===== config.mk =====
export PLATFORM = sky130hd
export DESIGN_NAME = imm_gen_stage
export DESIGN_NICKNAME = d
export VERILOG_FILES = /design/src/rtl/imm_gen_stage.sv
export SDC_FILE = /design/constraint.sdc
export NUM_CORES = 1
export LEC_CHECK = 0
export BUFFER_PORTS_ARGS = -buffer_cell sky130_fd_sc_hd__buf_2
export CAP_MARGIN = 25
export CORE_UTILIZATION = 25
export CTS_CLUSTER_DIAMETER = 50
export DETAILED_ROUTE_END_ITERATION = 16
export PLACE_DENSITY = 0.42
export SETUP_SLACK_MARGIN = 0.05
export SLEW_MARGIN = 30
export SYNTH_ARGS = -nofsm -noshare
export SYNTH_HDL_FRONTEND = slang
export SYNTH_SLANG_ARGS = --single-unit

===== constraint.sdc =====
create_clock -name clk -period 3.4 [get_ports clk]
set_clock_uncertainty 0.2 [all_clocks]
set_input_delay 0.34 -clock clk [delete_from_list [all_inputs] [get_ports clk]]
set_output_delay 0.34 -clock clk [all_outputs]
set_load 0.02 [all_outputs]

===== src/rtl/imm_gen_stage.sv =====
// imm_gen_stage: registered immediate generator with a 2-entry skid buffer and valid/ready flow control
module imm_gen_stage #(
    parameter int XLEN  = 32,
    parameter int TAG_W = 8
) (
    input  logic             clk,
    input  logic             rst_n,
    input  logic             in_valid,
    output logic             in_ready,
    input  logic [31:0]      instr,
    input  logic [2:0]       immSrc,
    input  logic [TAG_W-1:0] in_tag,
    output logic             out_valid,
    input  logic             out_ready,
    output logic [XLEN-1:0]  imm_ext,
    output logic [TAG_W-1:0] out_tag,
    output logic             illegal
);
    logic [XLEN-1:0]  imm_new, m_imm, k_imm;
    logic             ill_new, m_ill, k_ill, m_v, k_v;
    logic [TAG_W-1:0] m_tag, k_tag;
    logic             accept, pop, unused;

    assign unused    = ^instr[6:0];
    assign in_ready  = !k_v;
    assign accept    = in_valid && in_ready;
    assign pop       = m_v && out_ready;
    assign out_valid = m_v;
    assign imm_ext   = m_imm;
    assign out_tag   = m_tag;
    assign illegal   = m_ill;

    // decode the immediate for the incoming instruction according to its format
    always_comb begin
        imm_new = '0;
        ill_new = 1'b0;
        case (immSrc)
            3'b000: imm_new = XLEN'($signed(instr[31:20]));
            3'b001: imm_new = XLEN'($signed({instr[31:25], instr[11:7]}));
            3'b010: imm_new = XLEN'($signed({instr[31], instr[7], instr[30:25], instr[11:8], 1'b0}));
            3'b011: imm_new = XLEN'($signed({instr[31:12], 12'b0}));
            3'b100: imm_new = XLEN'($signed({instr[31], instr[19:12], instr[20], instr[30:21], 1'b0}));
            3'b101: imm_new = XLEN'(instr[19:15]);
            3'b110: imm_new = (XLEN == 64) ? XLEN'(instr[25:20]) : XLEN'(instr[24:20]);
            default: ill_new = 1'b1;
        endcase
    end

    // main register M feeds the outputs; skid entry K absorbs one accept while M is stalled
    always_ff @(posedge clk or negedge rst_n) begin
        if (!rst_n) begin
            m_v   <= 1'b0;
            m_imm <= '0;
            m_tag <= '0;
            m_ill <= 1'b0;
            k_v   <= 1'b0;
            k_imm <= '0;
            k_tag <= '0;
            k_ill <= 1'b0;
        end else if (pop) begin
            k_v <= 1'b0;
            if (accept) begin
                m_imm <= imm_new;
                m_tag <= in_tag;
                m_ill <= ill_new;
            end else if (k_v) begin
                m_imm <= k_imm;
                m_tag <= k_tag;
                m_ill <= k_ill;
            end else begin
                m_v <= 1'b0;
            end
        end else if (accept) begin
            if (!m_v) begin
                m_v   <= 1'b1;
                m_imm <= imm_new;
                m_tag <= in_tag;
                m_ill <= ill_new;
            end else begin
                k_v   <= 1'b1;
                k_imm <= imm_new;
                k_tag <= in_tag;
                k_ill <= ill_new;
            end
        end
    end
endmodule


# Word level (Yosys, flattened, before mapping)
# Cells that the tools add are included.
# classes
mux	24
n_reduce_logical	12
bitwise_logic	1
n_eq_ne	9
# ops
op	count
32-bit case mux with 7 select lines	1
32-bit two-way mux	5
8-bit two-way mux	5
1-bit two-way mux	13
3-bit equality test, second input constant	3
3-bit AND reduction	3
7-bit OR reduction	1
3-bit by 2-bit equality test with 1-bit output, second input constant	2
2-bit nonzero test	3
2-bit by 1-bit inequality test with 1-bit output, second input constant	2
3-bit by 1-bit equality test with 1-bit output, second input constant	1
3-bit logical NOT	1
1-bit logical AND	2
2-bit inequality test, second input constant	1
2-bit AND reduction	1
1-bit logical NOT	1
1-bit inverter	1
# word_totals
out_inout_bits	43
regBits	84
inputBits	47
word_cells	54

# Longest topological paths before layout
# Gate-level depths: netlist (run 1).
# logic_depth
depth_word	6
depth_mapped	6
depth_no_buf	4

# Worst setup path after synthesis (run 1)
# OpenSTA, ideal clock, no wires.
# synth_path
kind	flip-flop to flip-flop
from	register m_v (netlist: out_valid)
to	register k_imm[10]
arrival_time_ns	1.366
path_slack_ns	1.709
required_ns	3.075
path_buffers	1
setup_time_ns	0.125
stages_incl_launch_ff	5
period_less_slack_ns	1.691
cell_sequence	dfrtp_1 buf_2 inv_1 nor3_4 mux2_2
# synth_between
elab_chain_len	3
# synth_lines
item	line	source
start, declared	20	logic ill_new, m_ill, k_ill, m_v, k_v;
start signal, assigned	52	m_v <= 1'b0;
start signal, assigned	71	m_v <= 1'b0;
start signal, assigned	75	m_v <= 1'b1;
1-bit logical AND	27	assign pop = m_v && out_ready;
1-bit inverter (no line)	--	
3-bit AND reduction (no line) *	--	
end signal, assigned	81	k_imm <= imm_new;
end, declared	19	logic [XLEN-1:0] imm_new, m_imm, k_imm;
# Every way passes the cells marked *; elsewhere a longest branch is shown, timed or not.
# A chain may end at the register's enable or synchronous reset.

# Final worst setup path (run 1)
# layout_path
from	register m_v (netlist: out_valid)
to	register k_imm[7]
# The elaborated chain is that of the path after synthesis.

==> flow_summary.ini, run 1 <==
[clocking]
cts_tree = yes
clk_pin_slew_ns = 0.06
cts_buffers = 9
clockBufferDepth = 2
cts_root_buf = clkbuf_16
cts-htree-levels = 3
clk_latency_ns = 0.34
clock-sinks = 84
post_cts_resized = 0

[drt]
drtIter0Drc = 153
wl_mm = 12.3
postRouteAntennaNets = 0
drt_first_pass_iters = 4
via_count = 3553
via_per_inst = 4.82
drc = 0
wl_per_cell_um = 16.6

[sta]
finalSetupTns_ns = 0
rsz0062_at_grt = false
hold_violations = 0
fin_crit_sh_pct = 68.6
finalSetupViolations = 0
maxSlewViolCount = 0
tightestPinTransition_ns = 0.933
slew_headroom_pct = 37.6
fin_crit_ns = 2.33
fin_ws_ns = 1.07
max_freq_mhz = 429

[global_route]
grt-ovfl-total = 0
track_usage_pct = 15.4
grt_pass1_vias = 3591
antenna_found_initial = 0
grt_pass1_wl_mm = 19.5
grt_max_degree = 59

[floorplanning]
pin_count = 90
start_util_pct = 25.6
die_h_um = 130
die_w_um = 130
fp.coreArea_sq_um = 15900
num_rows = 46
dieArea_sq_um = 16900

[final_layout]
layout_commonest_cell = nand2_1
antennaDiodeCount = 0
final_cell_mix = 108 x nand2_1, 84 x dfrtp_1, 81 x buf_2
fillers = 1717
utilization_pct = 31.0
fin_nets = 563
drive_above_1_share_pct = 22.8
area_growth_pct = 21.0

[logic_synthesis]
yosysUniqueCellTypes = 40
ys_seq_area_share_pct = 51.5
async_flop_share_pct = 100
yosysWarnings = 0
yosys.area.top_type = dfrtp_1
synthTopCellsByArea = dfrtp_1 51%, nand2_1 9.9%, a21oi_1 5.6%
synth_cells = 449
syn_nets = 496
synth_edf_count = 0
synth_flop_cell = dfrtp_1
synth_area_sq_um = 4090
synth_top_area_share_pct = 51.5
ys_ff_latch = 84
avgSynthCellArea_sq_um = 9.10

[critical_path]
critPathCaptureType = flip-flop
critPathKind = reg -> reg
path_cells = inv_1, nor3_4, mux2_2
worst-path-buf-inv = 1
start_kind = flip-flop
crit_family = simple AND/OR/NAND/NOR gates
critPathMaxFanout = 16
cp.required_ns = 3.42
slowest_delay_ns = 0.75
critPathSlowestCell = nor3_4
crit_arrival_ns = 2.35

[min_path]
worstHoldPathType = in -> reg

[job]
drv_cap = 0

[place]
io_buffers = 82
gp_congestion = 0.759
dp_slack_ns = 1.07
dpl.hpwl_mm = 8.05

[status]
status = complete, no violations

[power]
power_leakage_uw = 0.00222
peakVddDrop_uv = 321
power.density_nw_per_um2 = 896
## registers in the layout, indices dropped and copies added (netlist names)
register   flops
imm_ext       32
k_tag          8
k_imm         32
illegal        1
out_valid      1
out_tag        8
k_ill          1
k_v            1
## power breakdown
group | total, uW | switching (uW) | internal, uW
sequential | 1740 | 271 | 1460
clock | 966 | 396 | 570
combinational | 1730 | 1140 | 592
total | 4430 | 1800 | 2630
## per-layer routing
metal / part of all wire [%] / global-route usage [%] / vias to the layer above / wire length, um
li1: - / - / 1705 / -
met1: 48 / 20.3 / 1737 / 5830
met2: 46 / 24.8 / 91 / 5670
met3: 4.2 / 2.79 / 20 / 519
met4: 2.0 / 6.36 / 0 / 240
met5: 0 / 0 / - / 0
## cells by family after synthesis
family	Yosys count	synth area share, %
compound gates	134	20.5
fa+ha+maj	1	0.276
buf+inv	40	5.05
flops	84	51.5
mux	12	3.25
simple gates	178	19.5
## cell usage after synthesis, types with 3 or more instances
cell      number
nand2_1      108
dfrtp_1       84
a21oi_1       46
nor2_1        26
o21ai_0       22
nand3_1       19
buf_2         15
o211ai_1      14
clkbuf_1      12
a22oi_1       11
o221ai_1      11
a31oi_1       10
nor2b_1        9
buf_4          8
o22a_1         8
mux2_2         7
o21ai_1        5
a211oi_1       4
mux2i_1        4
nand3b_1       4
inv_1          3
## final timing paths
check	start	to	slack (ns)	depth (start not counted)
hold / removal	in_tag[0]	k_tag[0]	0.008	3
setup reg to reg	out_valid	k_imm[7]	1.07	3
hold reg to reg	k_tag[1]	k_tag[1]	0.27	2
min in group asynchronous	rst_n	imm_ext[4]	0.43	2
setup / recovery	out_valid	k_imm[7]	1.07	3
max in group asynchronous	rst_n	k_tag[1]	1.84	3
## per-stage QoR
stage | cells | hold slack [ns] | cell area [sq um] | total power (uW)
global route | 737 | 0.00681 | 4940 | 4770
floorplan | 449 | -0.156 | 4090 | 2900
global placement | 719 | 0.261 | 4650 | 3460
finish | 737 | 0.00820 | 4940 | 4430
CTS | 737 | 0.00501 | 4940 | 4500
detailed placement | 719 | 0.263 | 4650 | 3520
## layout make-up
class,count,area (sq um),share of cell area (%)
Tap cell,216,270,5.47
Clock buffer,14,244,4.93
Inverter,3,11.3,0.228
Timing Repair Buffer,93,500,10.1
Clock inverter,2,35.0,0.709
Sequential cell,84,2100,42.5
Multi-Input combinational cell,325,1780,36.0
## worst register-to-register path, stage by stage, from the launching register on
cell and delay, ns:
dfrtp_1 0.51, inv_1 0.34, nor3_4 0.75, mux2_2 0.42
## repair_timing
action / CTS / global route
hold buffers: 2 / 0
endpoints found under the hold margin: 57 / 0
buffers inserted: 0 / 0
Power figures use the tool's default switching activity.
==> run 2: changes to the inputs <==
==> constraint.sdc (replaced) <==
create_clock -name clk -period 2.38 [get_ports clk]
set_clock_uncertainty 0.2 [all_clocks]
set_input_delay 0.238 -clock clk [delete_from_list [all_inputs] [get_ports clk]]
set_output_delay 0.238 -clock clk [all_outputs]
set_load 0.02 [all_outputs]
==> run 2 against run 1 <==
Against the previous run: global-route usage rose by 0.28 points; final area rose by 3.4%; cell count up 2.2%; register-to-register slack worse by 0.62 ns; core utilization increased by 1.1 points; sequential cell count unchanged; wire length up 0.47%; sequential share of layout area fell by 1.4 points; critical path type is now in -> reg.
==> flow_summary.ini, run 2 (synthesis results as in run 1) <==
[status]
status = complete, no violations

[clocking]
clock-sinks = 84
clk_pin_slew_ns = 0.06
post_cts_resized = 0
cts_tree = yes
clockBufferDepth = 2
cts_buffers = 9
cts-htree-levels = 3
cts_root_buf = clkbuf_16
clk_latency_ns = 0.34

[place]
dp_cells = 727
gp_congestion = 0.777
io_buffers = 82
dpl.hpwl_mm = 8.04

[critical_path]
worst_r2r_endpoint = imm_ext[4]
start_kind = input port
r2r_cells = 5
rrSetupSlack_ns = 0.45
critPathCaptureType = flip-flop
critPathMaxFanout = 13
critPathKind = in -> reg
cp.required_ns = 2.37
r2r-start = out_valid
crit_arrival_ns = 2.00

[floorplanning]
start_util_pct = 25.6
num_rows = 46
dieArea_sq_um = 16900
die_w_um = 130
pin_count = 90
die_h_um = 130
fp.coreArea_sq_um = 15900

[final_layout]
fin_nets = 580
final_cell_mix = 108 x nand2_1, 84 x dfrtp_1, 81 x buf_2
layout_commonest_cell = nand2_1
area_growth_pct = 25.2
post_layout_nonfiller_instances = 753
drive_above_1_share_pct = 23.8
antennaDiodeCount = 0
fillers = 1715

[drt]
drt_first_pass_iters = 4
drc = 0
wl_per_cell_um = 16.4
wl_mm = 12.3
drtIter0Drc = 205
postRouteAntennaNets = 0
via_count = 3544
via_per_inst = 4.71

[sta]
max_freq_mhz = 498
maxSlewViolCount = 0
fin_crit_ns = 2.01
finalSetupViolations = 0
finalSetupTns_ns = 0
rsz0062_at_grt = false
fin_crit_sh_pct = 84.3
tightestPinTransition_ns = 0.599
hold_violations = 0
slew_headroom_pct = 59.9

[global_route]
grt_pass1_vias = 3661
grt_pass1_wl_mm = 19.7
track_usage_pct = 15.6
antenna_found_initial = 0
grt_max_degree = 47
grt-ovfl-total = 0

[power]
power.density_nw_per_um2 = 1250
peakVddDrop_uv = 444
power_leakage_uw = 0.00231

[min_path]
whs_endpoint = out_valid
hp-start = in_valid
worstHoldPathType = in -> reg
hold_path_depth = 3

[job]
drv_cap = 0
run 2: cell count changes in the layout (fill, tap and decap cells not counted), sizes merged:
cell | before | now
buf | 91 | 99
clkbuf | 14 | 13
dlygate4sd3 | 2 | 11
run 2: metrics by stage:
step	total power [uW]	worst slack (ns)	utilization, %	hold WS, ns	cell area, sq um
3_5_place_dp	5050	0.450	29.6	0.0680	4720
6_report	6380	0.374	32.1	0.0434	5110
2_1_floorplan	4150	0.689	-	-0.258	4090
3_3_place_gp	4980	0.499	29.6	0.0672	4720
5_1_grt	6880	0.243	32.1	0.0488	5110
4_1_cts	6500	0.390	32.1	0.0207	5110
run 2: routing by layer:
| layer | vias to the layer above | global-route usage, % | wire (um) |
|---|---|---|---|
| li1 | 1732 | - | - |
| met1 | 1728 | 20.5 | 5850 |
| met2 | 72 | 25.5 | 5760 |
| met3 | 12 | 3.98 | 547 |
| met4 | 0 | 4.51 | 155 |
| met5 | - | 0 | 0 |
run 2: area by class of cell:
type / instances / area (sq um) / area share, %
Sequential cell: 84 / 2100 / 41.1
Multi-Input combinational cell: 325 / 1780 / 34.8
Timing Repair Buffer: 110 / 663 / 13.0
Tap cell: 216 / 270 / 5.29
Clock buffer: 13 / 250 / 4.89
Clock inverter: 2 / 35.0 / 0.685
Inverter: 3 / 11.3 / 0.220
run 2: repair_timing:
item / in CTS / in global routing
buffers inserted: 0 / 0
hold endpoints to repair: 56 / 0
hold buffers: 11 / 0
run 2: worst max-delay path by stage:
stage	start	end	cells past startpoint
after global routing	out_ready	imm_ext[29]	7
after floorplan	out_valid	k_imm[10]	4
after CTS	out_ready	imm_ext[30]	7
final	out_ready	imm_ext[28]	7
after global placement	out_valid	imm_ext[4]	5
after detailed placement	k_v	out_tag[2]	5
run 2: critical path: stages:
cell	delay [ns]
dlygate4sd3_1	0.55
buf_2	0.19
inv_1	0.38
nor2_1	0.12
buf_4	0.21
a22oi_1	0.16
o221ai_1	0.15
run 2: where the power goes:
group,internal [uW],switching (uW)
combinational,889,1630
clock,836,555
sequential,2090,382
total,3820,2560
==> run 3: changes to the inputs <==
--- a/config.mk
+++ b/config.mk
@@ -5,12 +5,13 @@
 export SDC_FILE = /design/constraint.sdc
 export NUM_CORES = 1
 export LEC_CHECK = 0
+export ABC_AREA = 1
 export BUFFER_PORTS_ARGS = -buffer_cell sky130_fd_sc_hd__buf_2
 export CAP_MARGIN = 25
 export CORE_UTILIZATION = 25
 export CTS_CLUSTER_DIAMETER = 50
 export DETAILED_ROUTE_END_ITERATION = 16
-export PLACE_DENSITY = 0.42
+export PLACE_DENSITY = 0.43
 export SETUP_SLACK_MARGIN = 0.05
 export SLEW_MARGIN = 30
 export SYNTH_ARGS = -nofsm -noshare
==> constraint.sdc (replaced) <==
create_clock -name clk -period 1.7 [get_ports clk]
set_clock_uncertainty 0.2 [all_clocks]
set_input_delay 0.17 -clock clk [delete_from_list [all_inputs] [get_ports clk]]
set_output_delay 0.17 -clock clk [all_outputs]
set_load 0.02 [all_outputs]
==> run 3 against run 2 <==
Against the previous run: power grew 47%; first-iteration DRC count grew 11%; sequential cell count is the same; synthesized area grew 0.40%; non-clock buffer count grew 21; largest power group unchanged; critical path type is now reg -> reg; critical path depth shrank 3; global-route usage shrank 0.34 points; sequential power grew 37%.
==> flow_summary.ini, run 3 <==
[sta]
maxSlewViolCount = 0
finalSetupTns_ns = 0
finalSetupViolations = 0
slew_headroom_pct = 76.1
rsz0062_at_grt = true
fin_crit_ns = 1.53
fin_ws_ns = 0.166
max_freq_mhz = 652
fin_crit_sh_pct = 90.3
hold_violations = 0
tightestPinTransition_ns = 0.354

[final_layout]
post_layout_nonfiller_instances = 870
area_growth_pct = 33.9
final_cell_mix = 190 x nand2_1, 84 x dfrtp_1, 81 x buf_2
antennaDiodeCount = 0
drive_above_1_share_pct = 22.6
fin_nets = 696
utilization_pct = 34.4
fillers = 1730
layout_commonest_cell = nand2_1

[power]
peakVddDrop_uv = 992
power_leakage_uw = 0.00285
power.density_nw_per_um2 = 1710

[clocking]
clockBufferDepth = 2
clk_latency_ns = 0.35
cts_buffers = 9
cts-htree-levels = 3
clock-sinks = 84
cts_root_buf = clkbuf_16
cts_tree = yes
clk_pin_slew_ns = 0.06

[drt]
drtIter0Drc = 227
wl_mm = 12.2
wl_per_cell_um = 14.0
drt_first_pass_iters = 4
via_per_inst = 4.47
drc = 0
postRouteAntennaNets = 0
via_count = 3885

[critical_path]
critPathKind = reg -> reg
path_cells = nand2_1, inv_1, dlygate4sd3_1, o21ai_0
critPathSlowestCell = dlygate4sd3_1
r2r-start = out_valid
start_kind = flip-flop
critPathMaxFanout = 3
slowest_delay_ns = 0.56
crit_start = out_valid
cp.required_ns = 1.76
crit_arrival_ns = 1.60
critPathCaptureType = flip-flop

[logic_synthesis]
ys_top_cells_by_count = 193 x nand2_1, 84 x dfrtp_1, 63 x nor2_1, 45 x a21oi_1, 31 x nand3_1
syn_nets = 582
synth_edf_count = 0
synth_area_sq_um = 4100
yosysWarnings = 0
yosysUniqueCellTypes = 24
synthTopCellsByArea = dfrtp_1 51%, nand2_1 18%, nor2_1 5.8%
yosys.area.top_type = dfrtp_1
yosysMostFrequentCell = nand2_1
avgSynthCellArea_sq_um = 7.67
ys_ff_latch = 84
async_flop_share_pct = 100
ys_seq_area_share_pct = 51.3
synth_top_area_share_pct = 51.3
synth_flop_cell = dfrtp_1
synth_cells = 535

[global_route]
track_usage_pct = 15.3
grt_pass1_vias = 3891
grt_max_degree = 45
grt-ovfl-total = 0
antenna_found_initial = 0
grt_pass1_wl_mm = 19.6

[status]
status = complete, no violations

[min_path]
worstHoldPathType = in -> async

[place]
dp_slack_ns = 0.0268
gp_congestion = 0.817
dp_cells = 827
io_buffers = 82
dpl.hpwl_mm = 8.26

[floorplanning]
num_rows = 46
die_h_um = 130
pin_count = 90
start_util_pct = 25.7
fp.coreArea_sq_um = 15900
die_w_um = 130
dieArea_sq_um = 16900

[job]
drv_cap = 0
## run 3: changes by cell type after synthesis, moves of 8 or more
cell and change:
nor2b_1 -9, a22oi_1 -11, o221ai_1 -11, clkbuf_1 -11, o22a_1 -8, nand2_1 +85
nor2_1 +37, o211ai_1 -12, nand3_1 +12, inv_1 +23, o21ai_1 +9
## run 3: timing repair
item / CTS / global route
hold buffers: 24 / 0
endpoints found under the hold margin: 127 / 0
endpoints found under the setup margin: 6 / 54
pin swaps: 0 / 2
gates resized for setup: 1 / 8
gates cloned: 0 / 2
buffers inserted: 0 / 1
## run 3: logic make-up after synthesis
logic type             count (synthesis)  share of synthesized area (%)
AND/OR/NAND/NOR                      307                           31.2
flip-flops                            84                           51.3
AO/OA/AOI/OAI                         84                           10.6
buffers and inverters                 60                           7.02
## run 3: path summary, 6_finish.rpt
check                                   to  slack, ns  cells after the start
worst max-delay path                   k_v       0.17                      4
worst min-delay path            out_tag[5]       0.02                      2
min in group clk                 k_imm[19]       0.02                      5
worst max register to register         k_v       0.17                      4
max in group asynchronous        k_imm[23]       0.78                      3
worst min register to register  imm_ext[1]       0.27                      2
## run 3: report_power, final
group / switching [uW] / total [uW] / internal [uW]
clock network: 834 / 1970 / 1140
registers: 429 / 3380 / 2950
logic: 2540 / 4040 / 1500
total: 3800 / 9390 / 5590
## run 3: layer usage
layer | share of wire (%) | up-vias | routed length [um] | GRT usage [%]
li1 | - | 1929 | - | -
met1 | 49 | 1836 | 5930 | 19.6
met2 | 44 | 94 | 5320 | 24.0
met3 | 5.1 | 26 | 626 | 3.28
met4 | 2.8 | 0 | 339 | 8.41
met5 | 0 | - | 0 | 0
## run 3: through the flow
stage | cell area, sq um | power, uW | hold slack [ns]
2_1_floorplan | 4100 | 5850 | -0.326
3_3_place_gp | 4870 | 7260 | -0.154
3_5_place_dp | 4870 | 7320 | -0.151
4_1_cts | 5410 | 9420 | 0.00401
5_1_grt | 5490 | 10200 | 0.0362
6_report | 5490 | 9390 | 0.0169
## run 3: final cells by class
class                      instances  area, sq um  share of cell area, %
sequential                        84         2100                   38.3
timing repair buffer             131          967                   17.6
clock inverter                     6         65.1                   1.18
multi-input combinational        391         1740                   31.6
clock buffer                      10          229                   4.17
tap                              216          270                   4.92
inverter                          32          123                   2.23
## run 3: critical path, delay by kind of cell, from the launching register on
family,cells,cell delay (ns)
and+or+nand+nor,1,0.07
buffers and inverters,2,0.64
AOI/OAI and AO/OA,1,0.16
DFF,1,0.39
